## src/rtl/alt_mem_phy_pll_pkg.sv

```systemverilog
// Shared types and defaults for the PLL dynamic phase-step controller.
package alt_mem_phy_pll_pkg;

  localparam int unsigned DefClockIndexWidth  = 3;
  localparam int unsigned DefPllStepsPerCycle = 64;

  typedef enum logic [2:0] {
    StInit,
    StIdle,
    StSetup,
    StStep,
    StWaitLow,
    StWaitHigh,
    StGap
  } phs_state_e;

endpackage

```

## src/rtl/alt_mem_phy_sync2.sv

```systemverilog
// Two-flop synchroniser for an asynchronous level, with a selectable reset value.
module alt_mem_phy_sync2 #(
  parameter bit ResetVal = 1'b0
) (
  input  logic clk_i,
  input  logic rst_ni,
  input  logic d_i,
  output logic q_o
);

  logic [1:0] sync_q;

  always_ff @(posedge clk_i or negedge rst_ni) begin
    if (!rst_ni) begin
      sync_q <= {2{ResetVal}};
    end else begin
      sync_q <= {sync_q[0], d_i};
    end
  end

  assign q_o = sync_q[1];

endmodule

```

## src/rtl/alt_mem_phy_pll_phase_step_ctrl.sv

```systemverilog
// Turns a sequencer phase-step request into a PLL phasestep handshake and tracks resync position.
// Define PLL_PHS_STEP_TIMEOUT_EN to add a phasedone watchdog and the phs_step_timeout output.
module alt_mem_phy_pll_phase_step_ctrl
  import alt_mem_phy_pll_pkg::*;
#(
  parameter int unsigned ClockIndexWidth  = DefClockIndexWidth,
  parameter int unsigned PllStepsPerCycle = DefPllStepsPerCycle,
  parameter int unsigned PosWidth         = 6,
  parameter int unsigned StepHoldCycles   = 2,
  parameter int unsigned GapCycles        = 2
`ifdef PLL_PHS_STEP_TIMEOUT_EN
  , parameter int unsigned TimeoutCycles  = 1024
`endif
) (
  input  logic                       seq_clk,
  input  logic                       reset_seq_n,
  input  logic                       seq_pll_start_reconfig,
  input  logic [ClockIndexWidth-1:0] seq_pll_select,
  input  logic                       seq_pll_inc_dec_n,
  input  logic [ClockIndexWidth-1:0] resync_clk_index,
  input  logic                       pll_locked,
  input  logic                       pll_phasedone,
  output logic [ClockIndexWidth-1:0] pll_phasecounterselect,
  output logic                       pll_phaseupdown,
  output logic                       pll_phasestep,
  output logic                       phs_shft_busy,
  output logic [PosWidth-1:0]        resync_phase_pos,
  output logic                       req_while_busy_err
`ifdef PLL_PHS_STEP_TIMEOUT_EN
  , output logic                     phs_step_timeout
`endif
);

  localparam int unsigned CntMax = (StepHoldCycles > GapCycles) ? StepHoldCycles : GapCycles;
  localparam int unsigned CntW   = $clog2(CntMax + 1);
  localparam logic [PosWidth-1:0] PosMax = PosWidth'(PllStepsPerCycle - 1);

  logic lock_s, done_s;

  alt_mem_phy_sync2 #(.ResetVal(1'b0)) u_sync_lock (
    .clk_i  (seq_clk),
    .rst_ni (reset_seq_n),
    .d_i    (pll_locked),
    .q_o    (lock_s)
  );

  alt_mem_phy_sync2 #(.ResetVal(1'b1)) u_sync_done (
    .clk_i  (seq_clk),
    .rst_ni (reset_seq_n),
    .d_i    (pll_phasedone),
    .q_o    (done_s)
  );

  phs_state_e                 state_q;
  logic [CntW-1:0]            cnt_q;
  logic [ClockIndexWidth-1:0] sel_q;
  logic                       updown_q, step_q, busy_q, err_q;
  logic [PosWidth-1:0]        pos_q, pos_d;

`ifdef PLL_PHS_STEP_TIMEOUT_EN
  localparam int unsigned ToW = $clog2(TimeoutCycles + 1);
  logic [ToW-1:0] to_cnt_q;
  logic           to_q;
`endif

  always_comb begin
    pos_d = pos_q;
    if (updown_q) begin
      pos_d = (pos_q == PosMax) ? '0 : pos_q + PosWidth'(1);
    end else begin
      pos_d = (pos_q == '0) ? PosMax : pos_q - PosWidth'(1);
    end
  end

  always_ff @(posedge seq_clk or negedge reset_seq_n) begin
    if (!reset_seq_n) begin
      state_q  <= StInit;
      cnt_q    <= '0;
      sel_q    <= '0;
      updown_q <= 1'b0;
      step_q   <= 1'b0;
      busy_q   <= 1'b1;
      err_q    <= 1'b0;
      pos_q    <= '0;
`ifdef PLL_PHS_STEP_TIMEOUT_EN
      to_cnt_q <= '0;
      to_q     <= 1'b0;
`endif
    end else begin
`ifdef PLL_PHS_STEP_TIMEOUT_EN
      to_q <= 1'b0;
`endif
      // Lock loss takes priority: a simultaneous request is neither served nor flagged.
      if (seq_pll_start_reconfig && (state_q != StIdle) && lock_s) begin
        err_q <= 1'b1;
      end
      if (!lock_s) begin
        state_q <= StInit;
        step_q  <= 1'b0;
        busy_q  <= 1'b1;
      end else begin
        unique case (state_q)
          StInit: begin
            state_q <= StIdle;
            busy_q  <= 1'b0;
          end
          StIdle: begin
            if (seq_pll_start_reconfig) begin
              sel_q    <= seq_pll_select;
              updown_q <= seq_pll_inc_dec_n;
              busy_q   <= 1'b1;
              state_q  <= StSetup;
            end
          end
          StSetup: begin
            step_q  <= 1'b1;
            cnt_q   <= '0;
            state_q <= StStep;
          end
          StStep: begin
            if (cnt_q == CntW'(StepHoldCycles - 1)) begin
              step_q  <= 1'b0;
              state_q <= StWaitLow;
`ifdef PLL_PHS_STEP_TIMEOUT_EN
              to_cnt_q <= '0;
`endif
            end else begin
              cnt_q <= cnt_q + CntW'(1);
            end
          end
          StWaitLow, StWaitHigh: begin
`ifdef PLL_PHS_STEP_TIMEOUT_EN
            if (to_cnt_q == ToW'(TimeoutCycles - 1)) begin
              to_q    <= 1'b1;
              cnt_q   <= '0;
              state_q <= StGap;
            end else begin
              to_cnt_q <= to_cnt_q + ToW'(1);
`endif
              if (state_q == StWaitLow) begin
                if (!done_s) begin
                  state_q <= StWaitHigh;
                end
              end else if (done_s) begin
                if (sel_q == resync_clk_index) begin
                  pos_q <= pos_d;
                end
                cnt_q   <= '0;
                state_q <= StGap;
              end
`ifdef PLL_PHS_STEP_TIMEOUT_EN
            end
`endif
          end
          StGap: begin
            if (cnt_q == CntW'(GapCycles - 1)) begin
              busy_q  <= 1'b0;
              state_q <= StIdle;
            end else begin
              cnt_q <= cnt_q + CntW'(1);
            end
          end
          default: state_q <= StInit;
        endcase
      end
    end
  end

  assign pll_phasecounterselect = sel_q;
  assign pll_phaseupdown        = updown_q;
  assign pll_phasestep          = step_q;
  assign phs_shft_busy          = busy_q;
  assign resync_phase_pos       = pos_q;
  assign req_while_busy_err     = err_q;
`ifdef PLL_PHS_STEP_TIMEOUT_EN
  assign phs_step_timeout       = to_q;
`endif

endmodule

```

## config.mk

```make
export PLATFORM = sky130hd
export DESIGN_NAME = alt_mem_phy_pll_phase_step_ctrl
export DESIGN_NICKNAME = d
export VERILOG_FILES = /design/src/rtl/alt_mem_phy_pll_pkg.sv /design/src/rtl/alt_mem_phy_sync2.sv /design/src/rtl/alt_mem_phy_pll_phase_step_ctrl.sv
export SDC_FILE = /design/constraint.sdc
export NUM_CORES = 1
export LEC_CHECK = 0
export ABC_AREA = 1
export BUFFER_PORTS_ARGS = -buffer_cell sky130_fd_sc_hd__buf_2
export CAP_MARGIN = 15
export CORE_ASPECT_RATIO = 1.5
export CORE_MARGIN = 2
export CORE_UTILIZATION = 57
export CTS_BUF_LIST = sky130_fd_sc_hd__clkbuf_4 sky130_fd_sc_hd__clkbuf_8
export DETAILED_ROUTE_END_ITERATION = 8
export PLACE_DENSITY = 0.89
export SYNTH_ARGS = -nofsm -noshare
export SYNTH_HDL_FRONTEND = slang
export SYNTH_HIERARCHICAL = 1
export SYNTH_SLANG_ARGS = --single-unit
```

## constraint.sdc

```tcl
create_clock -name seq_clk -period 1.5 [get_ports seq_clk]
set_input_delay 0.225 -clock seq_clk [delete_from_list [all_inputs] [get_ports seq_clk]]
set_output_delay 0.225 -clock seq_clk [all_outputs]
set_load 0.03 [all_outputs]
```

==> metrics.txt, run 1 <==
status=complete, no violations; max cap viols=0; hold_sp=seq_pll_start_reconfig; P per Cell Area=1420 nW/um^2; crit path launch=resync_phase_pos[0]; Leak Pwr=0.817 nW; post-synth top area share=0.353; DRT Wirelength=3110 um; Worst Setup End Kind=flop; Final ANT Viol Nets=0; Slew HR=0.686; clock buffers created by TritonCTS=3; WHS Endpoint=req_while_busy_err; fmax=697 MHz; Sink Count=22; DRC viols=0; CTS Buffer Depth=2; Most used DFF post-synth=dfrtp_1; worst-case reg-to-reg path depth=6; total track usage=0.251; first-pass GRT wire length=5410 um; synth top area cells=dfrtp_1 (35%), nand2_1 (15%), dfstp_2 (5.9%); initial antenna violation count=0; Post-Syn Area=1350 um^2; Seq cells post-synth=22; Netlist cell types=27; 1st-pass router iterations=4; WL per Instance=13.1 um; CP Max Fanout=8; die area=2770 um^2; via/cell ratio=5.65; warnings from Yosys=6; most frequent cells after synthesis=nand2_1 (55), dfrtp_1 (19), inv_1 (19); worst min path class=input port to flop; Yosys top cell by area=dfrtp_1; overall power=0.00226 W; vias=1344; initial detailed-routing violation count=46; Final Net Count=232; hold path cells=2; Layout area overhead=18.3%; minimum clock period=1.43 ns; top-count cell post-synth=nand2_1; Worst IR Drop VDD=0.000796 V; clock latency on the worst-skew pair=0.32 ns; largest net degree at the start of global routing=23; skew final=0.00709 ns; gpl congestion=0.870; initial core utilization=0.602; vias in the first global route=1346; Post-CTS Setup Bufs=0; Hold Fails Final Rpt=0; dpl cells=231; final std cells w/o fill=238; RR Endpoint=resync_phase_pos[2]; PortBufs=24; RSZ-0062 raised after global routing=false; chip height=63.5 um; share of layout cells above drive strength 1=0.265; setup TNS=0 ns; Mapped Nets=199; Mapped Avg Cell Area=7.35 um^2; IO Pins=25; EDFF count, synth=0; dpl hpwl=2380 um; Ant. Diodes=0; Worst Hold Margin=0.147 ns; R2R Setup Slk=0.07 ns; Setup crit start kind=flop; Final setup viols=0; row count=21; final slew viol count=0; root buffer cell=clkbuf_4; Core ar.=2230 um^2; sequential area share after synthesis=0.412; clock-pin slew on the worst setup and hold paths=0.13 ns; Die X=43.7 um; Worst EP arrival=1.70 ns; GRT overflow=0; fin crit share=0.957; CP required=1.76 ns; H-tree levels=1; CTS tree=done; FF-to-FF Start=resync_phase_pos[0]; worst slew pin tran=0.471 ns; Post-Synthesis Cells=183; CP Class=flop to flop; ys async rst share=1.00
==> placed cells by master (no fill, tap or decap), types with 3 or more instances in the layout <==
cell type      count
xor2_1             4
nand4_1            6
nand2_1           55
dfrtp_1           17
dlygate4sd3_1      3
nand3_1           13
o21ai_0           10
nand3_2            4
clkbuf_4           3
a21oi_1            9
buf_2             24
nor2_1            15
inv_2              4
buf_4              4
inv_1             17
dfstp_2            3
nor2_2             3
o21ai_1            3
==> how the worst max path moves through the flow <==
stage                          end  slack (ns)
5_1_grt        resync_phase_pos[3]       0.009
3_3_place_gp   resync_phase_pos[2]        0.07
2_1_floorplan  resync_phase_pos[4]        0.07
3_5_place_dp   resync_phase_pos[2]        0.06
6_report       resync_phase_pos[2]        0.07
4_1_cts        resync_phase_pos[2]        0.03
==> routing by layer <==
| layer | up-vias | part of all wire | global-route usage |
|---|---|---|---|
| met5 | - | 0 | 0 |
| li1 | 651 | - | - |
| met3 | 15 | 0.042 | 0.0344 |
| met4 | 0 | 0.042 | 0.155 |
| met1 | 632 | 0.37 | 0.269 |
| met2 | 46 | 0.54 | 0.441 |
==> report_power, final <==
| group | switching [W] | internal, W |
|---|---|---|
| Clock | 0.000187 | 0.000148 |
| Sequential | 0.000155 | 0.000743 |
| Combinational | 0.000680 | 0.000348 |
==> timing repair <==
action	4_1_cts	5_1_grt
setup endpoints to repair	0	8
hold buffers	2	1
resized for setup	0	9
endpoints found under the hold margin	20	1
==> kinds of logic (layout without fill, tap and decap cells) <==
logic type / after synthesis / count (layout) / synth area share
adders and majority gates: 4 / 4 / 0.0372
xor gates and xnor gates: 5 / 5 / 0.0326
DFF: 22 / 22 / 0.412
buffers and inverters: 25 / 57 / 0.0809
and+or+nand+nor: 103 / 103 / 0.345
AOI/OAI and AO/OA: 24 / 24 / 0.0921
==> through the flow <==
step	setup WS (ns)	area, um^2	util
floorplan	0.0715	1350	-
global placement	0.0682	1500	0.673
detailed placement	0.0599	1500	0.673
CTS	0.0323	1560	0.698
global route	0.00893	1590	0.713
finish	0.0652	1590	0.713
==> critical path: stages (launching register included) <==
cell     delay [ns]
dfrtp_2        0.46
inv_2          0.07
ha_2           0.20
or2_2          0.29
a31oi_1        0.21
nand2_1        0.09
nand2_1        0.06
==> final cells by class <==
type,instances,area [um^2]
well taps,23,28.8
repair buffers,31,180
clock buffers,4,36.3
flip-flops and latches,22,557
multi-input cells,136,704
inverters,22,85.1
fillers,180,642
==> registers in the layout (all words and copies together) (netlist names) <==
register / count
pll_phasestep: 1
resync_phase_pos: 6
req_while_busy_err: 1
pll_phasecounterselect: 3
u_sync_lock/sync_q: 2
state_q: 3
pll_phaseupdown: 1
u_sync_done/sync_q: 2
cnt_q: 2
phs_shft_busy: 1
No activity file was read; power rests on OpenSTA's default activity.
==> run 2: changes to the inputs <==
--- a/config.mk
+++ b/config.mk
@@ -5,15 +5,14 @@
 export SDC_FILE = /design/constraint.sdc
 export NUM_CORES = 1
 export LEC_CHECK = 0
-export ABC_AREA = 1
 export BUFFER_PORTS_ARGS = -buffer_cell sky130_fd_sc_hd__buf_2
 export CAP_MARGIN = 15
 export CORE_ASPECT_RATIO = 1.5
 export CORE_MARGIN = 2
-export CORE_UTILIZATION = 57
+export CORE_UTILIZATION = 56
 export CTS_BUF_LIST = sky130_fd_sc_hd__clkbuf_4 sky130_fd_sc_hd__clkbuf_8
 export DETAILED_ROUTE_END_ITERATION = 8
-export PLACE_DENSITY = 0.89
+export PLACE_DENSITY = 0.88
 export SYNTH_ARGS = -nofsm -noshare
 export SYNTH_HDL_FRONTEND = slang
 export SYNTH_HIERARCHICAL = 1
==> run 2 against run 1 <==
The flow now finishes with violations (setup timing). Synthesized area fell by 5.7%. Sequential share of layout area fell by 2.8 points. Critical path depth fell by 1. Non-clock buffer count rose by 19. Design area rose by 9.4%. Synthesized cell count fell by 27%. Clock skew rose by 0.0056 ns. Combinational power fell by 65%.
==> metrics.txt, run 2 <==
status=finished, violations left (was complete, no violations); failing checks=setup timing; top-count cell post-synth=dfrtp_1 (was nand2_1); PortBufs=24 (unchanged); initial core utilization=0.582 (was 0.602); Cell Int Power=0.00106 W (was 0.00124 W); minimum clock period=1.52 ns (was 1.43 ns); CP Class=flop to flop (unchanged); Synth Area in XOR/XNOR=0.0345 (was 0.0326); critical path's top delay family=flip-flops (unchanged); clock-pin slew on the worst setup and hold paths=0.13 ns (about the same); sw power=0.000448 W (was 0.00102 W); mux share of post-synthesis cell area=0.0533 (was 0); Worst path max stage delay=0.42 ns (was 0.46 ns); largest family of logic cells by synthesized area=compound AO/OA/AOI/OAI gates (was simple AND/OR/NAND/NOR gates); total track usage=0.257 (was 0.251); Core ar.=2180 um^2 (was 2230 um^2); WL per Instance=16.8 um (was 13.1 um); row count=21 (unchanged); 1st-pass router iterations=4 (unchanged); leading cell type in the layout, fill and taps excluded=buf_2 (was nand2_1); Post-Synth Adder-Cell Area=0.0473 (was 0.0372); Final setup viols=3 (was 0); Post-Synthesis Cells=134 (was 183); warnings from Yosys=6 (unchanged); first-pass GRT wire length=5220 um (was 5410 um); Setup crit start kind=flop (unchanged); compound-cell area share of the yosys netlist=0.188 (was 0.0921); Worst Setup End Kind=flop (unchanged); dpl hpwl=2410 um (was 2380 um); Seq cells post-synth=22 (unchanged); Hold Fails Final Rpt=0 (unchanged); H-tree levels=1 (unchanged); Mapped Nets=150 (was 199); Switching Fraction=0.297 (was 0.452); initial detailed-routing violation count=49 (was 46); commonest non-fill, non-tap cells in the layout=buf_2 (24), buf_4 (22), dfrtp_1 (14), nor2_1 (12) (was nand2_1 (55), buf_2 (24), inv_1 (17), dfrtp_1 (17), nor2_1 (15)); Clk pwr share=0.299 (was 0.148); worst slew pin tran=0.492 ns (was 0.471 ns); Slew HR=0.672 (was 0.686); Worst IR Drop VDD=0.00105 V (was 0.000796 V); root buffer cell=clkbuf_4 (unchanged); Worst EP arrival=1.73 ns (was 1.70 ns); chip height=62.3 um (was 63.5 um); GRT overflow=0 (unchanged); Synth Area in Simple Gates=0.188 (was 0.345); vias=1250 (was 1344); initial antenna violation count=0 (unchanged); max reg flops=6 (unchanged); die area=2670 um^2 (was 2770 um^2); ys async rst share=1.00 (unchanged); clock latency on the worst-skew pair=0.32 ns (about the same); Levels on crit path=5 (was 6); clock buffers created by TritonCTS=3 (unchanged); worst-path cell chain=xor2_1 -> nor4_4 -> buf_4 -> o211ai_1 -> a32o_1 (was inv_2 -> ha_2 -> or2_2 -> a31oi_1 -> nand2_1 -> nand2_1); RSZ-0062 raised after global routing=true (was false); max cap viols=0 (unchanged); DRC viols=0 (unchanged); Yosys top cell by area=dfrtp_1 (unchanged); crit path launch=pll_phasecounterselect[2] (was resync_phase_pos[0]); most frequent cells after synthesis=dfrtp_1 (19), nor2_1 (14), o21ai_0 (9) (was nand2_1 (55), dfrtp_1 (19), inv_1 (19)); multi-input logic area=741 um^2 (was 704 um^2); CP bufs+invs=1 (unchanged); Die X=42.9 um (was 43.7 um); RR Endpoint=resync_phase_pos[5] (was resync_phase_pos[2]); slowest library cell on the worst path=dfrtp_1 (was dfrtp_2); hold_sp=pll_locked (was seq_pll_start_reconfig); share of layout cells above drive strength 1=0.483 (was 0.265); Final ANT Viol Nets=0 (unchanged); sequential area share after synthesis=0.437 (was 0.412); fin crit share=1.02 (was 0.957); IO Pins=25 (unchanged); fill count=138 (was 180); DRT Wirelength=3400 um (was 3110 um); R2R Setup Slk=-0.02 ns (was 0.07 ns); Final Net Count=197 (was 232); P per Cell Area=867 nW/um^2 (was 1420 nW/um^2); Netlist cell types=43 (was 27); gpl congestion=0.961 (was 0.870); EDFF count, synth=0 (unchanged); Ant. Diodes=0 (unchanged); CP required=1.70 ns (was 1.76 ns); final slew viol count=0 (unchanged); CP Max Fanout=6 (was 8); via/cell ratio=6.16 (was 5.65); CTS Buffer Depth=2 (unchanged); Mapped Avg Cell Area=9.47 um^2 (was 7.35 um^2); overall power=0.00151 W (was 0.00226 W); skew final=0.0127 ns (was 0.00709 ns); post-synth top area share=0.375 (was 0.353); Worst Setup Slack, final=-0.0227 ns (was 0.0652 ns); Layout area overhead=37.2% (was 18.3%); Comb pwr share=0.242 (was 0.455); worst min path class=input port to flop (unchanged); vias in the first global route=1206 (was 1346); fmax=657 MHz (was 697 MHz); FF-to-FF Start=pll_phasecounterselect[2] (was resync_phase_pos[0]); WHS Endpoint=u_sync_lock/sync_q[0] (was req_while_busy_err); CTS tree=done (unchanged); Sink Count=22 (unchanged); Worst Hold Margin=0.0184 ns (was 0.147 ns); largest net degree at the start of global routing=23 (unchanged); part of the power in registers=0.459 (was 0.397); synth top area cells=dfrtp_1 (37%), dfstp_2 (6.2%), mux2_2 (5.3%) (was dfrtp_1 (35%), nand2_1 (15%), dfstp_2 (5.9%)); worst-case reg-to-reg path depth=5 (was 6); Post-Syn Area=1270 um^2 (was 1350 um^2); Leak Pwr=0.780 nW (was 0.817 nW); Most used DFF post-synth=dfrtp_1 (unchanged); hold path cells=1 (was 2); Register Area=561 um^2 (was 557 um^2)
==> run 2: changes by cell type after synthesis, sizes merged, moves of 5 or more <==
cell    delta
clkbuf     +6
inv       -14
mux2       +6
nand2     -48
nand3     -14
nand4      -5
nor2       -6
==> run 2: kinds of logic (layout without fill, tap and decap cells) <==
family | after synthesis | count (layout)
muxes | 6 | 6
buffers and inverters | 16 | 62
adders and majority gates | 5 | 5
AOI/OAI and AO/OA | 37 | 37
and+or+nand+nor | 43 | 43
xor gates and xnor gates | 5 | 5
DFF | 22 | 22
==> run 2: per-layer routing <==
layer | GRT usage | part of all wire
met1 | 0.274 | 0.37
met2 | 0.479 | 0.57
met3 | 0.0349 | 0.038
met4 | 0.105 | 0.022
met5 | 0 | 0
==> run 2: worst max path at each step <==
stage / slack (ns) / end
after global placement: -0.05 / cnt_q[1]
after global routing: -0.13 / resync_phase_pos[5]
final: -0.02 / resync_phase_pos[5]
after floorplan: -0.05 / resync_phase_pos[0]
after CTS: -0.01 / cnt_q[0]
after detailed placement: -0.12 / cnt_q[0]
==> run 2: area by class of cell <==
cell class	instances	share of cell area
tap	23	0.0165
sequential	22	0.322
timing repair buffer	50	0.188
inverter	8	0.0173
clock inverter	1	0.0173
multi-input combinational	96	0.426
clock buffer	3	0.0129
==> run 2: per-stage QoR <==
step,std cells,instance area [um^2],setup WS (ns),utilization,TNS [ns]
4_1_cts,202,1670,-0.0137,0.768,-0.0209
2_1_floorplan,134,1300,-0.0493,-,-0.296
3_3_place_gp,194,1560,-0.0533,0.716,-0.257
3_5_place_dp,194,1560,-0.119,0.716,-0.391
5_1_grt,203,1740,-0.131,0.798,-0.253
6_report,203,1740,-0.0227,0.798,-0.0338
==> run 2: power groups by stage <==
stage / clock [W] / combinational [W] / sequential [W]
floorplan: 0 / 0.000162 / 0.000750
global placement: 0 / 0.000326 / 0.000695
detailed placement: 0 / 0.000339 / 0.000701
CTS: 0.000459 / 0.000352 / 0.000691
global route: 0.000482 / 0.000392 / 0.000702
finish: 0.000451 / 0.000365 / 0.000693
==> run 2: timing repair <==
item,4_1_cts,5_1_grt
gates resized for setup,8,16
endpoints found under the hold margin,20,0
endpoints found under the setup margin,8,7
pin swaps,3,7
setup buffers,2,1
hold buffers,2,0
